### src/rtl/sync_fifo.sv
`default_nettype none
// ============================================================================
//  Module   : sync_fifo
//  Purpose  : Single-clock first-word-fall-through FIFO. dout_o always shows
//             the head entry. A push while full is dropped unless a valid pop
//             happens in the same cycle; a pop while empty is ignored.
//  Ports    : clk, rst_n        clock / async active-low reset
//             push_i, din_i     write side
//             pop_i, dout_o     read side (FWFT head)
//             full_o, empty_o   status flags
//             count_o           registered occupancy 0..DEPTH
//  Revision : 1.0  initial release
// ============================================================================
module sync_fifo #(
  parameter int WIDTH = 32,
  parameter int DEPTH = 4,
  parameter int CNT_W = $clog2(DEPTH + 1)
) (
  input  logic             clk,
  input  logic             rst_n,
  input  logic             push_i,
  input  logic [WIDTH-1:0] din_i,
  input  logic             pop_i,
  output logic [WIDTH-1:0] dout_o,
  output logic             full_o,
  output logic             empty_o,
  output logic [CNT_W-1:0] count_o
);

  localparam int PTR_W = (DEPTH > 1) ? $clog2(DEPTH) : 1;
  localparam logic [CNT_W-1:0] FULL_CNT = CNT_W'(DEPTH);
  localparam logic [PTR_W-1:0] LAST_PTR = PTR_W'(DEPTH - 1);

  logic [WIDTH-1:0] mem_q [DEPTH];
  logic [PTR_W-1:0] wr_ptr_q;
  logic [PTR_W-1:0] rd_ptr_q;
  logic [CNT_W-1:0] count_q;
  logic             do_pop;
  logic             do_push;

  assign empty_o = (count_q == '0);
  assign full_o  = (count_q == FULL_CNT);
  assign count_o = count_q;
  assign dout_o  = mem_q[rd_ptr_q];

  // A valid pop frees a slot in the same cycle, so a full FIFO may accept
  // a push alongside it.
  assign do_pop  = pop_i && !empty_o;
  assign do_push = push_i && (!full_o || do_pop);

  // Storage is cleared on reset so the FWFT head reads zero while empty.
  always_ff @(posedge clk or negedge rst_n) begin
    if (!rst_n) begin
      for (int i = 0; i < DEPTH; i++) begin
        mem_q[i] <= '0;
      end
      wr_ptr_q <= '0;
      rd_ptr_q <= '0;
      count_q  <= '0;
    end else begin
      if (do_push) begin
        mem_q[wr_ptr_q] <= din_i;
        wr_ptr_q        <= (wr_ptr_q == LAST_PTR) ? '0 : wr_ptr_q + PTR_W'(1);
      end
      if (do_pop) begin
        rd_ptr_q <= (rd_ptr_q == LAST_PTR) ? '0 : rd_ptr_q + PTR_W'(1);
      end
      case ({do_push, do_pop})
        2'b10:   count_q <= count_q + CNT_W'(1);
        2'b01:   count_q <= count_q - CNT_W'(1);
        default: count_q <= count_q;
      endcase
    end
  end

endmodule
`default_nettype wire

### config.mk
export PLATFORM = sky130hd
export DESIGN_NAME = sync_fifo
export DESIGN_NICKNAME = d
export VERILOG_FILES = /design/src/rtl/sync_fifo.sv
export SDC_FILE = /design/constraint.sdc
export NUM_CORES = 1
export LEC_CHECK = 0
export ABC_AREA = 1
export BUFFER_PORTS_ARGS = -buffer_cell sky130_fd_sc_hd__buf_4
export CORE_MARGIN = 10
export CORE_UTILIZATION = 63
export DETAILED_ROUTE_END_ITERATION = 8
export HOLD_SLACK_MARGIN = 0.15
export PLACE_DENSITY_LB_ADDON = 0.15
export SETUP_SLACK_MARGIN = 0.4
export SYNTH_ARGS = -nofsm -noshare
export SYNTH_HDL_FRONTEND = slang
export SYNTH_SLANG_ARGS = --single-unit
### constraint.sdc
create_clock -name clk -period 2.8 [get_ports clk]
set_input_delay 0.56 -clock clk [delete_from_list [all_inputs] [get_ports clk]]
set_output_delay 0.56 -clock clk [all_outputs]
set_load 0.005 [all_outputs]
==> run summary, run 1 <==
count of buffering cells on the critical path with inverters included -> 3
largest net degree at the start of global routing -> 131
worst flop-to-flop path startpoint -> count_o[1]
final hold violation count -> 0
final wirelength -> 19.8 mm
first-pass GRT wire length -> 31.0 mm
arrival time at the worst endpoint -> 1850 ps
placed standard-cell area -> 0.00713 mm2
synthesized instance count -> 803
number of ports placed on the die boundary -> 73
initial antenna violation count -> 0
number of setup violations in the final report -> 0
#FFs+latches synth -> 135
via count of the first global-routing pass -> 6148
Worst Hold Depth -> 3
fmax -> 415 MHz
category of cells accounting for the largest share of critical-path delay -> flip-flops
estimated wirelength of the detail-placed design -> 10.8 mm
die span in y -> 122 um
Antenna Cells -> 0
final cell count without fillers -> 997
number of buffers added on ports -> 72
Worst Tran Pin Value -> 987 ps
clock tree skew after final layout -> 5.10 ps
CP startpoint -> rd_ptr_q[0]
global-route usage over all layers -> 0.259
portion of synthesized cell area occupied by the leading cell type -> 0.518
detailed-route via count -> 6370
cell type contributing the most total cell area after synthesis -> sky130_fd_sc_hd__dfrtp_1
clock transition time at the flip-flop clock pins of the worst setup and hold paths -> 60 ps
ratio of cells with drive above 1 in the final layout -> 0.154
Reg2Reg Capture Point -> count_o[1]
most frequent cells in the layout -> 268 x sky130_fd_sc_hd__nand2_1, 133 x sky130_fd_sc_hd__dfrtp_1, 128 x sky130_fd_sc_hd__nand4_1
Worst R2R Path Depth -> 8
kind of critical path -> reg -> out
sum of negative setup slack -> 0 ps
Final period util -> 0.860
critical-path cell list -> buf_12 -> buf_16 -> o21ai_0 -> o22ai_1 -> buf_4
1st-pass router iterations -> 6
worst max-slew margin expressed relative to the limit -> 0.342
placeable core region -> 0.0102 mm2
run status -> finished clean
cell count after placement -> 960
top cells by area in the synthesized netlist -> sky130_fd_sc_hd__dfrtp_1 52%, sky130_fd_sc_hd__nand2_1 15%, sky130_fd_sc_hd__nand4_1 12%
kind of end point of the critical path -> output port
most common library cell in the layout ignoring fill and taps -> sky130_fd_sc_hd__nand2_1
Nets -> 893
number of max-capacitance violations reported -> 0
post-route design area -> 0.00777 mm2
aggregate global routing overflow -> 0
Setup crit end -> dout_o[16]
Yosys warning total -> 0
Via-to-Cell Ratio -> 6.39
Post-DRT Antenna Nets -> 0
setup slack on the worst flop-to-flop path -> 770 ps
Post-route DRC -> 0
Hold WC Path Type -> in -> reg
H-tree level count -> 4
effective utilization at floorplan -> 0.640
maximum clock insertion buffer count -> 2
clock buffer count from CTS -> 17
power after layout -> 9.90 mW
Util after Layout -> 0.763
Clock Tree Root -> sky130_fd_sc_hd__clkbuf_8
Distinct cells, synth -> 20
shortest clock period the worst path allows after layout -> 2410 ps
floorplan die area -> 0.0148 mm2
sort of element at the start of the critical path -> register
synthesized net count -> 846
Crit path depth -> 5
clock latency on the worst-skew pair -> 530 ps
top fanout value on the critical path -> 17
unrepaired setup endpoints after global routing -> true
post-synthesis instance area -> 0.00652 mm2
average detailed-routed wire length per instance -> 19.8 um
slowest cell on the critical path -> sky130_fd_sc_hd__dfrtp_2
Num Clock Sinks -> 135
number of slew-limit violations in the final report -> 0
Area Growth Syn to Fin -> 19.2%
power per cell area -> 1270 mW/mm2
DR iter-0 viols -> 849
horizontal die dimension -> 122 um
clock tree from TritonCTS -> done
placer congestion estimate -> 0.783
number of cell rows -> 37
average size of a mapped cell -> 8.12 um2
VDD IR-drop max -> 0.683 mV
delay of the slowest cell on the worst path -> 470 ps
LEAKAGE -> 3.97 nW
Worst EP required -> 2240 ps
portion of the post-synthesis area used by sequential elements -> 0.518
==> layout make-up <==
class                           count  area (um2)
Sequential cell                   135        3380
Multi-Input combinational cell    581        2770
Clock inverter                      5        25.0
Clock buffer                       25         464
Timing Repair Buffer              103         896
Fill cell                         755        2410
Timing Repair inverter              1        8.76
Tap cell                          136         170
Inverter                           11        53.8
==> cells in the mapped netlist <==
cell                       number
sky130_fd_sc_hd__nand2_1      268
sky130_fd_sc_hd__dfrtp_1      135
sky130_fd_sc_hd__nand4_1      128
sky130_fd_sc_hd__o21ai_0       68
sky130_fd_sc_hd__nor2_1        67
sky130_fd_sc_hd__buf_2         38
sky130_fd_sc_hd__o22ai_1       32
sky130_fd_sc_hd__clkbuf_1      26
sky130_fd_sc_hd__buf_1         11
sky130_fd_sc_hd__inv_1         10
sky130_fd_sc_hd__ha_1           6
sky130_fd_sc_hd__nand3_1        5
sky130_fd_sc_hd__or2_2          2
sky130_fd_sc_hd__buf_4          1
sky130_fd_sc_hd__fa_1           1
sky130_fd_sc_hd__inv_2          1
sky130_fd_sc_hd__nand3_2        1
sky130_fd_sc_hd__nand3b_1       1
sky130_fd_sc_hd__xnor2_1        1
sky130_fd_sc_hd__xor2_1         1
==> registers in the layout (all words and copies together), names as in the netlist <==
| name | cells |
|---|---|
| wr_ptr_q | 2 |
| count_o | 3 |
| mem_q | 128 |
| rd_ptr_q | 2 |
==> tightest hold or removal path, cell delays in order <==
cell	delay (ps)
sky130_fd_sc_hd__buf_4	100
sky130_fd_sc_hd__nand4_1	90
sky130_fd_sc_hd__nand2_1	70
==> layer usage <==
| layer | wire (um) | global-route usage | vias to the layer above | share of wire |
|---|---|---|---|---|
| li1 | - | - | 2850 | - |
| met1 | 7480 | 0.327 | 3054 | 0.38 |
| met2 | 9630 | 0.418 | 416 | 0.49 |
| met3 | 2200 | 0.0694 | 50 | 0.11 |
| met4 | 475 | 0.0969 | 0 | 0.024 |
| met5 | 0 | 0 | - | 0 |
==> what timing repair did <==
| item | in CTS | in global routing |
|---|---|---|
| resized for setup | 8 | 6 |
| pin swaps | 0 | 2 |
| hold buffers | 1 | 0 |
| buffers inserted | 1 | 2 |
| gates cloned | 0 | 3 |
| endpoints found under the hold margin | 17 | 0 |
| setup endpoints to repair | 32 | 13 |
==> stage by stage <==
stage	setup slack (ps)	hold slack, ps
floorplan	777	264
global placement	676	448
detailed placement	606	453
CTS	420	313
global route	346	318
finish	392	322
==> cell families after synthesis <==
group | after synthesis | synth area share
buf+inv | 87 | 0.0579
xor+xnor | 2 | 0.00269
compound gates | 100 | 0.0829
fa+ha+maj | 7 | 0.0146
flops | 135 | 0.518
simple gates | 472 | 0.324
==> worst min-delay path by stage <==
stage / startpoint / to / slack [ps]
2_1_floorplan: rst_n / count_o[0] / 260
5_1_grt: din_i[26] / mem_q[90] / 320
6_report: din_i[26] / mem_q[58] / 320
3_3_place_gp: rst_n / mem_q[90] / 450
4_1_cts: din_i[2] / mem_q[98] / 310
3_5_place_dp: rst_n / mem_q[26] / 450
==> power by group <==
group	total [mW]	switching [mW]	internal [mW]
Sequential	3.38	0.528	2.86
Clock	1.89	0.769	1.12
Combinational	4.63	2.76	1.87
Power figures use the tool's default switching activity.
==> run 2, diff against run 1 <==
Settings changed: CORE_UTILIZATION 63 to 60, GPL_TIMING_DRIVEN from default to 0, SLEW_MARGIN from default to 40.
==> run 2 against run 1 <==
Compared with the run above:
- sequential share of layout area shrank 1.1 points
- global-route usage grew 1.0 points
- combinational power grew 3%
- non-clock buffer count grew 50
- clock skew grew 2.0 ps
- clock power grew 4%
- core utilization shrank 2.1 points
- critical path type unchanged
- critical endpoint is now dout_o[7]
==> run summary, run 2 (synthesis results as in run 1) <==
average detailed-routed wire length per instance -> 20.5 um
global-route track usage on met2 -> 0.413
Worst Tran Pin Value -> 704 ps
placeable core region -> 0.0107 mm2
combined area of the multi-input logic cells -> 0.00278 mm2
global-route usage over all layers -> 0.269
number of ports placed on the die boundary -> 73
setup slack on the worst flop-to-flop path -> 550 ps
clock transition time at the flip-flop clock pins of the worst setup and hold paths -> 60 ps
worst flop-to-flop path startpoint -> count_o[1]
placer congestion estimate -> 0.866
initial antenna violation count -> 0
FF/Latch Area -> 0.00338 mm2
cell count after placement -> 1015
kind of end point of the critical path -> output port
final wirelength -> 21.5 mm
number of buffers added on ports -> 71
Via-to-Cell Ratio -> 6.44
H-tree level count -> 4
largest net degree at the start of global routing -> 77
number of slew-limit violations in the final report -> 0
met1 usage in global routing -> 0.340
most common library cell in the layout ignoring fill and taps -> sky130_fd_sc_hd__nand2_1
gr busiest metal -> met2
power per cell area -> 1270 mW/mm2
worst max-slew margin expressed relative to the limit -> 0.530
die span in y -> 124 um
ratio of cells with drive above 1 in the final layout -> 0.182
number of setup violations in the final report -> 0
number of cell rows -> 38
aggregate global routing overflow -> 0
most flop-heavy register -> mem_q
sum of negative setup slack -> 0 ps
arrival time at the worst endpoint -> 1840 ps
sort of element at the start of the critical path -> register
1st-pass router iterations -> 5
clock buffer count from CTS -> 17
effective utilization at floorplan -> 0.607
shortest clock period the worst path allows after layout -> 2400 ps
power after layout -> 10.1 mW
DR iter-0 viols -> 1183
horizontal die dimension -> 124 um
Final period util -> 0.857
clock tree skew after final layout -> 7.09 ps
Area Growth Syn to Fin -> 22.3%
Worst EP required -> 2240 ps
fmax -> 417 MHz
Filler Cells Inserted -> 808
final cell count without fillers -> 1049
estimated wirelength of the detail-placed design -> 13.7 mm
detailed-route via count -> 6755
Worst R2R Path Depth -> 10
kind of critical path -> reg -> out
Util after Layout -> 0.742
Nets -> 942
most frequent cells in the layout -> 268 x sky130_fd_sc_hd__nand2_1, 133 x sky130_fd_sc_hd__dfrtp_1, 128 x sky130_fd_sc_hd__nand4_1
clock latency on the worst-skew pair -> 540 ps
Setup crit end -> dout_o[7]
via count of the first global-routing pass -> 6676
Hold WC Path Type -> in -> reg
Post-route DRC -> 0
unrepaired setup endpoints after global routing -> true
CP startpoint -> rd_ptr_q[0]
Antenna Cells -> 0
floorplan die area -> 0.0154 mm2
clock tree from TritonCTS -> done
met3 global-route usage -> 0.0843
final hold violation count -> 0
Clock Tree Root -> sky130_fd_sc_hd__clkbuf_8
top fanout value on the critical path -> 10
Reg2Reg Capture Point -> count_o[2]
LEAKAGE -> 4.07 nW
first-pass GRT wire length -> 34.0 mm
run status -> finished clean
Post-DRT Antenna Nets -> 0
flip-flop count of the largest register after layout -> 128
Num Clock Sinks -> 135
VDD IR-drop max -> 0.651 mV
number of max-capacitance violations reported -> 0
maximum clock insertion buffer count -> 2
run 2: final cells by class:
cell class | count | share of cell area
clock buffers | 25 | 0.0620
well taps | 140 | 0.0220
multi-input cells | 581 | 0.349
inverters | 11 | 0.00612
plain buffers | 76 | 0.0563
repair buffers | 77 | 0.0784
clock inverters | 4 | 0.00251
flip-flops and latches | 135 | 0.424
run 2: repair_timing:
item                       CTS  global route
resized for setup           33            42
setup endpoints to repair   32            32
buffers inserted             0             3
pin swaps                    0             4
hold buffers                 1             0
gates cloned                 0             1
hold endpoints to repair    75             0
run 2: metrics by stage:
step | cell area (um2) | worst slack [ps] | hold slack, ps
6_report | 7980 | 399 | 313
5_1_grt | 7980 | 365 | 300
4_1_cts | 7860 | 380 | 304
3_5_place_dp | 7270 | 393 | 453
3_3_place_gp | 7230 | 439 | 448
2_1_floorplan | 6520 | 777 | 264
run 2: power breakdown:
part	total (mW)	switching, mW	leakage (nW)	internal (mW)
Clock	1.97	0.789	0.259	1.18
Combinational	4.76	2.84	2.12	1.92
Sequential	3.41	0.551	1.69	2.86
Total	10.1	4.18	4.07	5.96
run 2: routing by layer:
layer,wire (um),share of wire
met4,606,0.028
met1,8070,0.38
met3,2500,0.12
met2,10300,0.48
met5,0,0
run 2: critical path, cell delays in order (launching register included):
cell and delay [ps]:
sky130_fd_sc_hd__dfrtp_2 500, sky130_fd_sc_hd__clkbuf_4 280, sky130_fd_sc_hd__o21ai_0 120, sky130_fd_sc_hd__o22ai_1 250
sky130_fd_sc_hd__buf_4 160
run 2: how the worst min path moves through the flow:
stage | endpoint | slack, ps | start | cells after the start
6_report | mem_q[53] | 310 | din_i[21] | 3
5_1_grt | mem_q[40] | 300 | din_i[8] | 3
4_1_cts | mem_q[56] | 300 | din_i[24] | 3
3_5_place_dp | mem_q[56] | 450 | mem_q[56] | 2
3_3_place_gp | mem_q[76] | 450 | mem_q[76] | 2
2_1_floorplan | count_o[0] | 260 | rst_n | 0
